--- src/rtl/ifft_prod_scaler_if.sv ---
// Handshake bundle between the IFFT product scaler and its upstream/downstream.
// The slave modport is the scaler side; the master modport is the environment side.
interface ifft_prod_scaler_if #(
   parameter int OUT_W = 16
);
   // A transfer happens on a rising clock edge where valid and ready are both
   // high; valid never depends on ready, and data is stable while valid is held.
   logic             in_valid;
   logic             in_ready;
   logic             out_valid;
   logic             out_ready;
   logic [OUT_W-1:0] out_data;
   logic             out_sat;

   modport master (
      output in_valid,
      input  in_ready,
      input  out_valid,
      output out_ready,
      input  out_data,
      input  out_sat
   );

   modport slave (
      input  in_valid,
      output in_ready,
      output out_valid,
      input  out_ready,
      output out_data,
      output out_sat
   );
endinterface

--- src/rtl/ifft_prod_scaler.sv ---
// Control/consume stage after the IFFT pipelined multiplier: drives ce, tracks tokens,
// round-shifts and saturates products into a credit-managed FIFO. Option: IFFT_MULCE_GATE_EN.
module ifft_prod_scaler #(
   parameter int PROD_W     = 32,
   parameter int OUT_W      = 16,
   parameter int SHIFT      = 15,
   parameter int MUL_LAT    = 3,
   parameter int FIFO_DEPTH = 8
) (
   input  logic              clk,
   input  logic              reset,
   ifft_prod_scaler_if.slave bus,
   output logic              mul_ce,
   input  logic [PROD_W-1:0] mul_dout,
   output logic [15:0]       sat_cnt
);

   localparam int PTR_W  = $clog2(FIFO_DEPTH);
   localparam int CNT_W  = $clog2(FIFO_DEPTH + 1);
   localparam int RND_SH = (SHIFT > 0) ? SHIFT - 1 : 0;
   localparam logic [PROD_W:0] RND = (SHIFT > 0) ? ((PROD_W + 1)'(1) << RND_SH) : '0;

   logic               run_q, run_d;
   logic [MUL_LAT-1:0] vsr_q, vsr_d;
   logic [CNT_W-1:0]   credit_q, credit_d;
   logic [CNT_W-1:0]   count_q, count_d;
   logic [PTR_W-1:0]   wr_ptr_q, wr_ptr_d;
   logic [PTR_W-1:0]   rd_ptr_q, rd_ptr_d;
   logic [15:0]        sat_cnt_q, sat_cnt_d;
   logic [OUT_W:0]     mem_q [FIFO_DEPTH];

   logic               in_ready_w;
   logic               in_fire;
   logic               push;
   logic               pop;
   logic               out_valid_w;
   logic [PROD_W:0]    rnd_sum;
   logic [PROD_W:0]    shifted;
   logic               prod_sat;
   logic [OUT_W-1:0]   prod_scaled;
   logic [OUT_W:0]     mem_wdata;

   // run_q goes high one edge after reset release so ready/ce come only from flops.
   always_comb begin
      run_d       = 1'b1;
      in_ready_w  = run_q & (credit_q != '0);
      in_fire     = bus.in_valid & in_ready_w;
`ifdef IFFT_MULCE_GATE_EN
      mul_ce      = in_fire | (|vsr_q);
`else
      mul_ce      = run_q;
`endif
      push        = mul_ce & vsr_q[MUL_LAT-1];
      out_valid_w = (count_q != '0);
      pop         = out_valid_w & bus.out_ready;

      vsr_d = vsr_q;
      if (mul_ce) begin
         vsr_d    = vsr_q << 1;
         vsr_d[0] = in_fire;
      end

      // Extra top bit keeps the rounding add from wrapping.
      rnd_sum     = {1'b0, mul_dout} + RND;
      shifted     = rnd_sum >> SHIFT;
      prod_sat    = |shifted[PROD_W:OUT_W];
      prod_scaled = prod_sat ? '1 : shifted[OUT_W-1:0];
      mem_wdata   = {prod_sat, prod_scaled};

      credit_d = credit_q - CNT_W'(in_fire) + CNT_W'(pop);
      count_d  = count_q + CNT_W'(push) - CNT_W'(pop);
      wr_ptr_d = push ? wr_ptr_q + PTR_W'(1) : wr_ptr_q;
      rd_ptr_d = pop  ? rd_ptr_q + PTR_W'(1) : rd_ptr_q;

      sat_cnt_d = sat_cnt_q;
      if (push && prod_sat && (sat_cnt_q != 16'hFFFF)) begin
         sat_cnt_d = sat_cnt_q + 16'd1;
      end
   end

   always_ff @(posedge clk or negedge reset) begin
      if (!reset) begin
         run_q     <= 1'b0;
         vsr_q     <= '0;
         credit_q  <= CNT_W'(FIFO_DEPTH);
         count_q   <= '0;
         wr_ptr_q  <= '0;
         rd_ptr_q  <= '0;
         sat_cnt_q <= '0;
      end else begin
         run_q     <= run_d;
         vsr_q     <= vsr_d;
         credit_q  <= credit_d;
         count_q   <= count_d;
         wr_ptr_q  <= wr_ptr_d;
         rd_ptr_q  <= rd_ptr_d;
         sat_cnt_q <= sat_cnt_d;
      end
   end

   // Storage needs no reset: the head is masked whenever the FIFO is empty.
   always_ff @(posedge clk) begin
      if (push) begin
         mem_q[wr_ptr_q] <= mem_wdata;
      end
   end

   assign bus.in_ready  = in_ready_w;
   assign bus.out_valid = out_valid_w;
   assign bus.out_data  = out_valid_w ? mem_q[rd_ptr_q][OUT_W-1:0] : '0;
   assign bus.out_sat   = out_valid_w ? mem_q[rd_ptr_q][OUT_W] : 1'b0;
   assign sat_cnt       = sat_cnt_q;

endmodule

--- src/flat_wrapper.sv ---
// flat-port wrapper written by rule: the top's interface ports become plain ports
module ifft_prod_scaler_flat 
#(
   parameter int PROD_W     = 32,
   parameter int OUT_W      = 16,
   parameter int SHIFT      = 15,
   parameter int MUL_LAT    = 3,
   parameter int FIFO_DEPTH = 8
)
  (clk, reset, mul_ce, mul_dout, sat_cnt, bus_in_valid, bus_in_ready, bus_out_valid, bus_out_ready, bus_out_data, bus_out_sat);
  ifft_prod_scaler_if #(.OUT_W(OUT_W)) bus_i ();
  input  logic clk;
  input  logic reset;
  output logic mul_ce;
  input  logic [PROD_W-1:0] mul_dout;
  output logic [15:0] sat_cnt;
  input wire logic [$bits(bus_i.in_valid)-1:0] bus_in_valid;
  output wire logic [$bits(bus_i.in_ready)-1:0] bus_in_ready;
  output wire logic [$bits(bus_i.out_valid)-1:0] bus_out_valid;
  input wire logic [$bits(bus_i.out_ready)-1:0] bus_out_ready;
  output wire logic [$bits(bus_i.out_data)-1:0] bus_out_data;
  output wire logic [$bits(bus_i.out_sat)-1:0] bus_out_sat;
  assign bus_i.in_valid = bus_in_valid;
  assign bus_in_ready = bus_i.in_ready;
  assign bus_out_valid = bus_i.out_valid;
  assign bus_i.out_ready = bus_out_ready;
  assign bus_out_data = bus_i.out_data;
  assign bus_out_sat = bus_i.out_sat;
  ifft_prod_scaler #(.PROD_W(PROD_W), .OUT_W(OUT_W), .SHIFT(SHIFT), .MUL_LAT(MUL_LAT), .FIFO_DEPTH(FIFO_DEPTH)) u_core (.clk(clk), .reset(reset), .bus(bus_i), .mul_ce(mul_ce), .mul_dout(mul_dout), .sat_cnt(sat_cnt));
endmodule
--- config.mk ---
export PLATFORM = sky130hd
export DESIGN_NAME = ifft_prod_scaler_flat
export DESIGN_NICKNAME = d
export VERILOG_FILES = /design/src/rtl/ifft_prod_scaler_if.sv /design/src/rtl/ifft_prod_scaler.sv /design/src/flat_wrapper.sv
export SDC_FILE = /design/constraint.sdc
export NUM_CORES = 1
export LEC_CHECK = 0
export CAP_MARGIN = 30
export CORE_ASPECT_RATIO = 0.75
export CORE_MARGIN = 4
export CORE_UTILIZATION = 54
export CTS_CLUSTER_DIAMETER = 80
export DETAILED_ROUTE_END_ITERATION = 8
export PLACE_DENSITY = 0.87
export SYNTH_ARGS = -nofsm -noshare
export SYNTH_HDL_FRONTEND = slang
export SYNTH_SLANG_ARGS = --single-unit
--- constraint.sdc ---
create_clock -name clk -period 6.15 [get_ports clk]
set_input_delay 1.5375 -clock clk [delete_from_list [all_inputs] [get_ports clk]]
set_output_delay 1.5375 -clock clk [all_outputs]
set_load 0.02 [all_outputs]
* Word-level counts from Yosys, hierarchy flattened
Memory sizes are Yosys's and may differ from the RTL's.
Cells that the tools add are included.
Widths: inputs -> output; s select.
** Word-level totals
- Register bits after elaboration :: 34
- Memory bits (writable) :: 136
- Memories :: 1
- Logic and storage cells :: 31
- Output and inout bits :: 36
** Operators by class
- $add $sub $neg :: 8
- Multiplexer cells :: 5
- Bitwise logic cells :: 4
- Equal/unequal tests :: 1
- Reductions and logical operators :: 5
** Memory list
- u_core.mem_q :: words 8, bits a word 17, rd ports 1, clocked after Yosys merged registers in 0, wr ports 1, line ifft_prod_scaler.sv:30 : logic [OUT_W:0] mem_q [FIFO_DEPTH];
** Operator list (count)
- $add 32x15->33 const B :: 1
- $mux 16 :: 2
- $add 16x1->16 const B :: 1
- $ne 16x16->1 const B :: 1
- $add 4x1->4 :: 2
- $reduce_bool 4->1 :: 2
- $sub 4x1->4 :: 2
- $add 3x1->3 const B :: 2
- $and 1x1->1 :: 4
- $mux 1 :: 3
- $logic_and 1x1->1 :: 2
- $reduce_or 2->1 :: 1

* Depth between registers and ports, before layout
Gate-level depths: netlist of run 1.
- Depth in word-level cells :: 5
- Gate-level depth with buffers :: 13

* Worst setup path before layout of run 1
OpenSTA, ideal clock, no wires.
- Path type :: register -> output
- Start point :: register u_core.rd_ptr_q[2]
- End point :: output bus_out_data[10]
- Cell stages (with the launch flop) :: 5
- Setup slack :: 2.992 ns
- Arrival time :: 1.621 ns
- Buffers on the path :: 2
- Path through :: dfrtp_1 -> clkbuf_1 -> buf_1 -> mux2i_1 -> nor2_1
** Between the ends
- Longest elaborated chain between the ends :: 2
** Ends and longest elaborated chain
- start: declaration :: line ifft_prod_scaler.sv:28 : logic [PTR_W-1:0] rd_ptr_q, rd_ptr_d;
- start signal: assignment :: line ifft_prod_scaler.sv:96 : rd_ptr_q <= rd_ptr_d;
- $mem_v2 8x17
- $mux 16 :: line ifft_prod_scaler.sv:110 : assign bus.out_data = out_valid_w ? mem_q[rd_ptr_q][OUT_W-1:0] : '0;
- end: declaration :: line flat_wrapper.sv:21 : output wire logic [$bits(bus_i.out_data)-1:0] bus_out_data;
Every way passes these cells.

* Final worst setup path of run 1
- Start point :: register u_core.rd_ptr_q[0]
- End point :: output bus_out_data[13]
The elaborated chain is that of the path after synthesis.

==> impl_summary.log, run 1 <==
INFO  metric hp-class = reg2reg
INFO  metric post_synth_instance_area = 7340 um2
INFO  metric syn_to_layout_area_delta = 19.9%
INFO  metric timing.max_cap.violations = 0
INFO  metric worst_slew_pin_slew = 1020 ps
INFO  metric setup.worst_path.class = reg2out
INFO  metric critical_path.endpoint_type = output pin
INFO  metric startpoint_type = register
INFO  metric core_area = 13,200 um2
INFO  metric dieHeight = 109 um
INFO  metric number_of_antenna_violations_at_the_first_check_in_global_routing = 0
INFO  metric cp.arrival = 3180 ps
INFO  metric postSynthRegisterBits = 170
INFO  metric setup_repair_after_global_routing_missed_its_margin = false
INFO  metric clock_tree.htree_level_count = 4
INFO  metric synth.yosys.seq_area_share = 0.673
INFO  metric cts_setup_buffers = 0
INFO  metric largest_net_degree_at_the_start_of_global_routing = 37
INFO  metric synthDominantAreaCellType = sky130_fd_sc_hd__edfxtp_1
INFO  metric dpl_cell_area = 8230 um2
INFO  metric antenna-diode-count = 0
INFO  metric ffs_w_async_s_r_synth = 0.200
INFO  metric first_pass_iters = 5
INFO  metric yosysMostFrequentCell = sky130_fd_sc_hd__edfxtp_1
INFO  metric synthesis.yosys.warnings = 0
INFO  metric total_wirelength = 16,600 um
INFO  metric avgRoutedWirePerCell = 23.7 um
INFO  metric time_the_worst_path_needs_with_i_o_delays_and_setup = 4720 ps
INFO  metric critical_path.max_fanout = 21
INFO  metric vias = 4,303
INFO  metric worst_skew_pair.late_latency = 430 ps
INFO  metric drive_above_1_share = 0.180
INFO  metric cts-buffers-inserted = 17
INFO  metric layout.core_utilization = 0.669
INFO  metric relSlewSlack = 0.318
INFO  metric status = completed
INFO  metric leakage = 3.09 nW
INFO  metric cts_hold_buf = 0
INFO  metric finalSetupViolCount = 0
INFO  metric placementRows = 36
INFO  metric clock_tree_from_tritoncts = built
INFO  metric ys.flop_type = sky130_fd_sc_hd__edfxtp_1
INFO  metric design_area = 8800 um2
INFO  metric first_pass_grt_wire_length = 26,200 um
INFO  metric detailedPlacementHpwl = 10,000 um
INFO  metric critical_path.endpoint = bus_out_data[13]
INFO  metric rr_endpoint = u_core.count_q[2]
INFO  metric vias_per_cell = 6.16
INFO  metric netlist_top_cells_count = sky130_fd_sc_hd__edfxtp_1, sky130_fd_sc_hd__mux4_2, sky130_fd_sc_hd__dfrtp_1
INFO  metric worstSetupStartpoint = u_core.rd_ptr_q[0]
INFO  metric cts.clk_slew.worst_paths = 60 ps
INFO  metric number_of_buffer_cells_added_on_primary_ports = 57
INFO  metric r2r.worst_path.cells = 10
INFO  metric cts.path.max_buffers = 2
INFO  metric floorplan.die.width = 143 um
INFO  metric detail_route.drc_violations = 0
INFO  metric yosys.cell_types.count = 44
INFO  metric hold_depth = 1
INFO  metric ctsRootBufferMaster = sky130_fd_sc_hd__clkbuf_16
INFO  metric synthesis.nets = 497
INFO  metric detail_route.iter0.violations = 407
INFO  metric syn_avg_cell_area = 16.5 um2
INFO  metric postSynthCellCount = 445
INFO  metric worst_ir_drop_vdd = 0.234 mV
INFO  metric net_count_reported_at_finish = 567
INFO  metric final-max-slew-violation-count = 0
INFO  metric required = 4610 ps
INFO  metric fin_crit_sh = 0.768
INFO  metric floorplan.initialDensity = 0.558
INFO  metric timing_hold_violations_final = 0
INFO  metric first_global_vias = 4,534
INFO  metric tritoncts_num_sinks = 170
INFO  metric worst_clock_skew = 6.68 ps
INFO  metric synth.top_cell.area_share = 0.556
INFO  metric fin_tns_setup = 0 ps
INFO  metric r2r_setup_slack = 3090 ps
INFO  metric post_cts.resized_instances = 0
INFO  metric numPlacedInstances = 667
INFO  metric top_level_ports = 72
INFO  metric synth.top_cells.by_area = sky130_fd_sc_hd__edfxtp_1, sky130_fd_sc_hd__dfrtp_1, sky130_fd_sc_hd__mux4_2, sky130_fd_sc_hd__ha_1, sky130_fd_sc_hd__mux2i_1
INFO  metric global_route.overflow_total = 0
INFO  metric grt_util_overall = 0.230
INFO  metric final_std_cells_w_o_fill = 699
INFO  metric cellPowerDensity = 440 nW/um2
INFO  metric synth_edf_count = 136
INFO  metric full_die_area = 15,500 um2
INFO  metric gp_congestion = 0.831
INFO  metric min-delay-start = u_core.vsr_q[0]
INFO  metric crit-reg2reg-launch = u_core.count_q[2]
INFO  metric clock.fmax = 212 MHz
INFO  metric postRouteAntennaNets = 0
## worst max-delay path, cell delays in order (launching register included)
cell	delay [ps]
sky130_fd_sc_hd__dfrtp_2	810
sky130_fd_sc_hd__buf_4	460
sky130_fd_sc_hd__mux4_2	590
sky130_fd_sc_hd__mux2i_1	220
sky130_fd_sc_hd__nor2_1	70
sky130_fd_sc_hd__clkdlybuf4s50_1	590
## sequential cells by signal, indices dropped and copies added, names as in the netlist
signal           cells
u_core.count_q       4
u_core.credit_q      4
u_core.mem_q       136
u_core.mul_ce        1
u_core.rd_ptr_q      3
u_core.sat_cnt      16
u_core.vsr_q         3
u_core.wr_ptr_q      3
## per-stage QoR
| stage | setup WS (ps) | power [W] | hold WS (ps) |
|---|---|---|---|
| final | 1430 | 0.00387 | 480 |
| after global routing | 1210 | 0.00406 | 500 |
| after CTS | 1350 | 0.00390 | 484 |
| after detailed placement | 1840 | 0.00284 | 466 |
| after global placement | 1880 | 0.00277 | 464 |
| after floorplan | 2990 | 0.00233 | 448 |
## placed cells by master, fill, tap and decap left out, drive strengths merged, types with 4 or more instances in the layout
cell type	count
clkbuf	22
nand2	33
and3	4
xor2	19
nor2	27
nand3	8
buf	10
clkdlybuf4s50	57
mux4	34
nor3	11
inv	17
nand4	14
dfrtp	33
xnor2	18
and4	5
edfxtp	136
ha	14
nor4	9
mux2	4
mux2i	17
clkinv	6
## routing by layer
layer  GRT usage  vias to the layer above  routed length (um)
met2       0.385                      193                8620
met4      0.0862                        0                 402
met3      0.0522                       42                1070
met1       0.298                     2214                6480
li1            -                     1854                   -
met5           0                        -                   0
## worst min path at each step
| stage | end | slack, ps |
|---|---|---|
| after floorplan | u_core.vsr_q[0] | 450 |
| after global routing | u_core.vsr_q[0] | 500 |
| after detailed placement | u_core.vsr_q[0] | 470 |
| after CTS | u_core.vsr_q[0] | 480 |
| after global placement | u_core.vsr_q[0] | 460 |
| final | u_core.vsr_q[0] | 480 |
## kinds of logic after synthesis
| group | after synthesis | synth area share |
|---|---|---|
| DFF | 170 | 0.673 |
| and+or+nand+nor | 122 | 0.0880 |
| muxes | 55 | 0.134 |
| xor gates and xnor gates | 37 | 0.0442 |
| buffers and inverters | 33 | 0.0188 |
| adders and majority gates | 16 | 0.0293 |
| AOI/OAI and AO/OA | 11 | 0.0131 |
| other | 1 | 0.000511 |
## power breakdown
part           switching [W]  internal, W  total, W  leakage, nW
clock network       0.000419     0.000632   0.00105        0.277
logic               0.000620     0.000629   0.00125         1.21
registers           0.000186      0.00138   0.00157         1.61
total                0.00122      0.00265   0.00387         3.09
## final cells by class
type / count / area [um2]
inverter: 17 / 63.8
fill: 838 / 4350
clock buffer: 22 / 444
timing repair buffer: 67 / 691
tap: 171 / 214
sequential: 170 / 4940
multi-input combinational: 242 / 2320
clock inverter: 10 / 125
Power figures use the tool's default switching activity.
==> inputs of run 2 (changes only) <==
clock period = 4.55 ns   (was 6.15 ns; I/O delays follow)
==> impl_summary.log, run 2 (synthesis results as in run 1) <==
INFO  metric first_pass_grt_wire_length = 24,600 um (was 26,200 um)
INFO  metric grt_util_overall = 0.214 (was 0.230)
INFO  metric registers.top_by_ff_count = u_core.mem_q (unchanged)
INFO  metric multi_input_gate_area = 2320 um2 (unchanged)
INFO  metric time_the_worst_path_needs_with_i_o_delays_and_setup = 4080 ps
INFO  metric global_route.overflow_total = 0 (unchanged)
INFO  metric syn_to_layout_area_delta = 20.0% (was 19.9%)
INFO  metric pwr-share-clk = 0.258 (was 0.272)
INFO  metric cts.clk_slew.worst_paths = 60 ps (about the same)
INFO  metric vias_per_cell = 6.01 (was 6.16)
INFO  metric antenna-diode-count = 0 (unchanged)
INFO  metric cellPowerDensity = 585 nW/um2 (was 440 nW/um2)
INFO  metric ctsRootBufferMaster = sky130_fd_sc_hd__clkbuf_16 (unchanged)
INFO  metric power_report.internal_total = 0.00345 W (was 0.00265 W)
INFO  metric first_global_vias = 4,415 (was 4,534)
INFO  metric post_cts.resized_instances = 0 (unchanged)
INFO  metric worst_clock_skew = 7.09 ps (was 6.68 ps)
INFO  metric final-max-slew-violation-count = 0 (unchanged)
INFO  metric setup_repair_after_global_routing_missed_its_margin = false (unchanged)
INFO  metric combined_flip_flop_and_latch_cell_area = 4940 um2 (about the same)
INFO  metric clock_tree.htree_level_count = 4 (unchanged)
INFO  metric worst_skew_pair.late_latency = 430 ps (about the same)
INFO  metric postRouteAntennaNets = 0 (unchanged)
INFO  metric cts_hold_buf = 0 (unchanged)
INFO  metric placementRows = 36 (unchanged)
INFO  metric timing.max_cap.violations = 0 (unchanged)
INFO  metric avgRoutedWirePerCell = 21.8 um (was 23.7 um)
INFO  metric critical_path.max_fanout = 18 (was 21)
INFO  metric dieHeight = 109 um (unchanged)
INFO  metric tritoncts_num_sinks = 170 (unchanged)
INFO  metric critical_path.endpoint_type = output pin (unchanged)
INFO  metric status = completed (unchanged)
INFO  metric number_of_buffer_cells_added_on_primary_ports = 57 (unchanged)
INFO  metric required = 3410 ps (was 4610 ps)
INFO  metric first_pass_iters = 5 (unchanged)
INFO  metric detailedPlacementHpwl = 9700 um (was 10,000 um)
INFO  metric share_comb_of_total_power = 0.337 (was 0.323)
INFO  metric full_die_area = 15,500 um2 (unchanged)
INFO  metric largest_register_ffs = 136 (unchanged)
INFO  metric share_seq_of_total_power = 0.405 (was 0.406)
INFO  metric setup.worst_path.class = reg2out (unchanged)
INFO  metric holdWs = 483 ps (was 480 ps)
INFO  metric gp_congestion = 0.797 (was 0.831)
INFO  metric startpoint_type = register (unchanged)
INFO  metric cts-buffers-inserted = 17 (unchanged)
INFO  metric core_area = 13,200 um2 (unchanged)
INFO  metric layout_common_cells = sky130_fd_sc_hd__edfxtp_1, sky130_fd_sc_hd__clkdlybuf4s50_1, sky130_fd_sc_hd__mux4_2 (unchanged)
INFO  metric clock.fmax = 245 MHz
INFO  metric cts_setup_buffers = 0 (unchanged)
INFO  metric final_common_cell = sky130_fd_sc_hd__edfxtp_1 (unchanged)
INFO  metric clock_tree_from_tritoncts = built (unchanged)
INFO  metric finalSetupViolCount = 0 (unchanged)
INFO  metric number_of_antenna_violations_at_the_first_check_in_global_routing = 0 (unchanged)
INFO  metric cp.arrival = 2940 ps (was 3180 ps)
INFO  metric relSlewSlack = 0.303 (was 0.318)
INFO  metric net_count_reported_at_finish = 572 (was 567)
INFO  metric power.switching = 0.00170 W (was 0.00122 W)
INFO  metric floorplan.die.width = 143 um (unchanged)
INFO  metric largest_net_degree_at_the_start_of_global_routing = 21 (was 37)
INFO  metric hp-class = reg2reg (unchanged)
INFO  metric fin_crit_sh = 0.897
INFO  metric detail_route.iter0.violations = 390 (was 407)
INFO  metric leakage = 3.09 nW (about the same)
INFO  metric top_level_ports = 72 (unchanged)
INFO  metric drive_above_1_share = 0.197 (was 0.180)
INFO  metric fin_tns_setup = 0 ps (unchanged)
INFO  metric power.switching_fraction = 0.331 (was 0.316)
INFO  metric nFillCells = 849 (was 838)
INFO  metric vias = 4,231 (was 4,303)
INFO  metric worst_slew_pin_slew = 1040 ps (was 1020 ps)
INFO  metric cts.path.max_buffers = 2 (unchanged)
INFO  metric detail_route.drc_violations = 0 (unchanged)
INFO  metric total_wirelength = 15,300 um (was 16,600 um)
INFO  metric floorplan.initialDensity = 0.558 (unchanged)
INFO  metric timing_hold_violations_final = 0 (unchanged)
INFO  metric worst_ir_drop_vdd = 0.316 mV (was 0.234 mV)
-- run 2: cell count changes in the layout (fill, tap and decap cells not counted), moves of 2 or more --
cell / delta
sky130_fd_sc_hd__bufinv_16: -3
sky130_fd_sc_hd__buf_4: +7
sky130_fd_sc_hd__inv_6: +3
sky130_fd_sc_hd__clkbuf_1: -5
sky130_fd_sc_hd__clkinvlp_4: +6
sky130_fd_sc_hd__buf_8: -3
sky130_fd_sc_hd__clkinv_2: -3
sky130_fd_sc_hd__inv_8: +2
-- run 2: layer usage --
layer	GRT usage	share of wire	vias to the layer above	wire length, um
met5	0	0	-	0
met4	0.0773	0.020	0	299
met3	0.0526	0.073	32	1120
met2	0.353	0.50	195	7740
met1	0.280	0.40	2149	6170
li1	-	-	1855	-
-- run 2: through the flow --
stage | setup slack (ps) | instances | area, um2 | power, W | utilization
CTS | 428 | 702 | 8780 | 0.00517 | 0.668
global route | 280 | 704 | 8810 | 0.00541 | 0.670
floorplan | 1660 | 445 | 7340 | 0.00315 | -
global placement | 787 | 668 | 8190 | 0.00376 | 0.623
detailed placement | 721 | 670 | 8240 | 0.00385 | 0.626
finish | 469 | 704 | 8810 | 0.00515 | 0.670
-- run 2: final timing paths --
kind,from,endpoint,slack [ps],cells past startpoint
max reg2reg,u_core.count_q[2],u_core.count_q[2],1460,10
min,u_core.vsr_q[0],u_core.vsr_q[0],480,1
max in group asynchronous,reset,u_core.credit_q[3],2620,2
max,u_core.rd_ptr_q[0],bus_out_data[11],470,5
min reg2reg,u_core.vsr_q[0],u_core.vsr_q[0],480,1
min in group asynchronous,reset,u_core.sat_cnt[7],1210,1
-- run 2: area by class of cell --
class / instances / share of cell area
timing repair buffer: 72 / 0.0824
inverter: 17 / 0.00724
sequential: 170 / 0.560
tap: 171 / 0.0243
clock inverter: 15 / 0.0135
multi-input combinational: 242 / 0.264
clock buffer: 17 / 0.0483
-- run 2: power by group through the flow --
stage	logic (W)	clock network (W)	registers [W]
6_report	0.00174	0.00133	0.00209
3_5_place_dp	0.00173	0	0.00212
5_1_grt	0.00188	0.00141	0.00212
2_1_floorplan	0.00114	0	0.00201
4_1_cts	0.00174	0.00134	0.00208
3_3_place_gp	0.00166	0	0.00210
-- run 2: critical path, cell delays in order (launching register included) --
cell and delay (ps):
sky130_fd_sc_hd__dfrtp_2 730, sky130_fd_sc_hd__buf_4 350, sky130_fd_sc_hd__mux4_2 540, sky130_fd_sc_hd__mux2i_1 170, sky130_fd_sc_hd__nor2_1 100, sky130_fd_sc_hd__clkdlybuf4s50_1 610
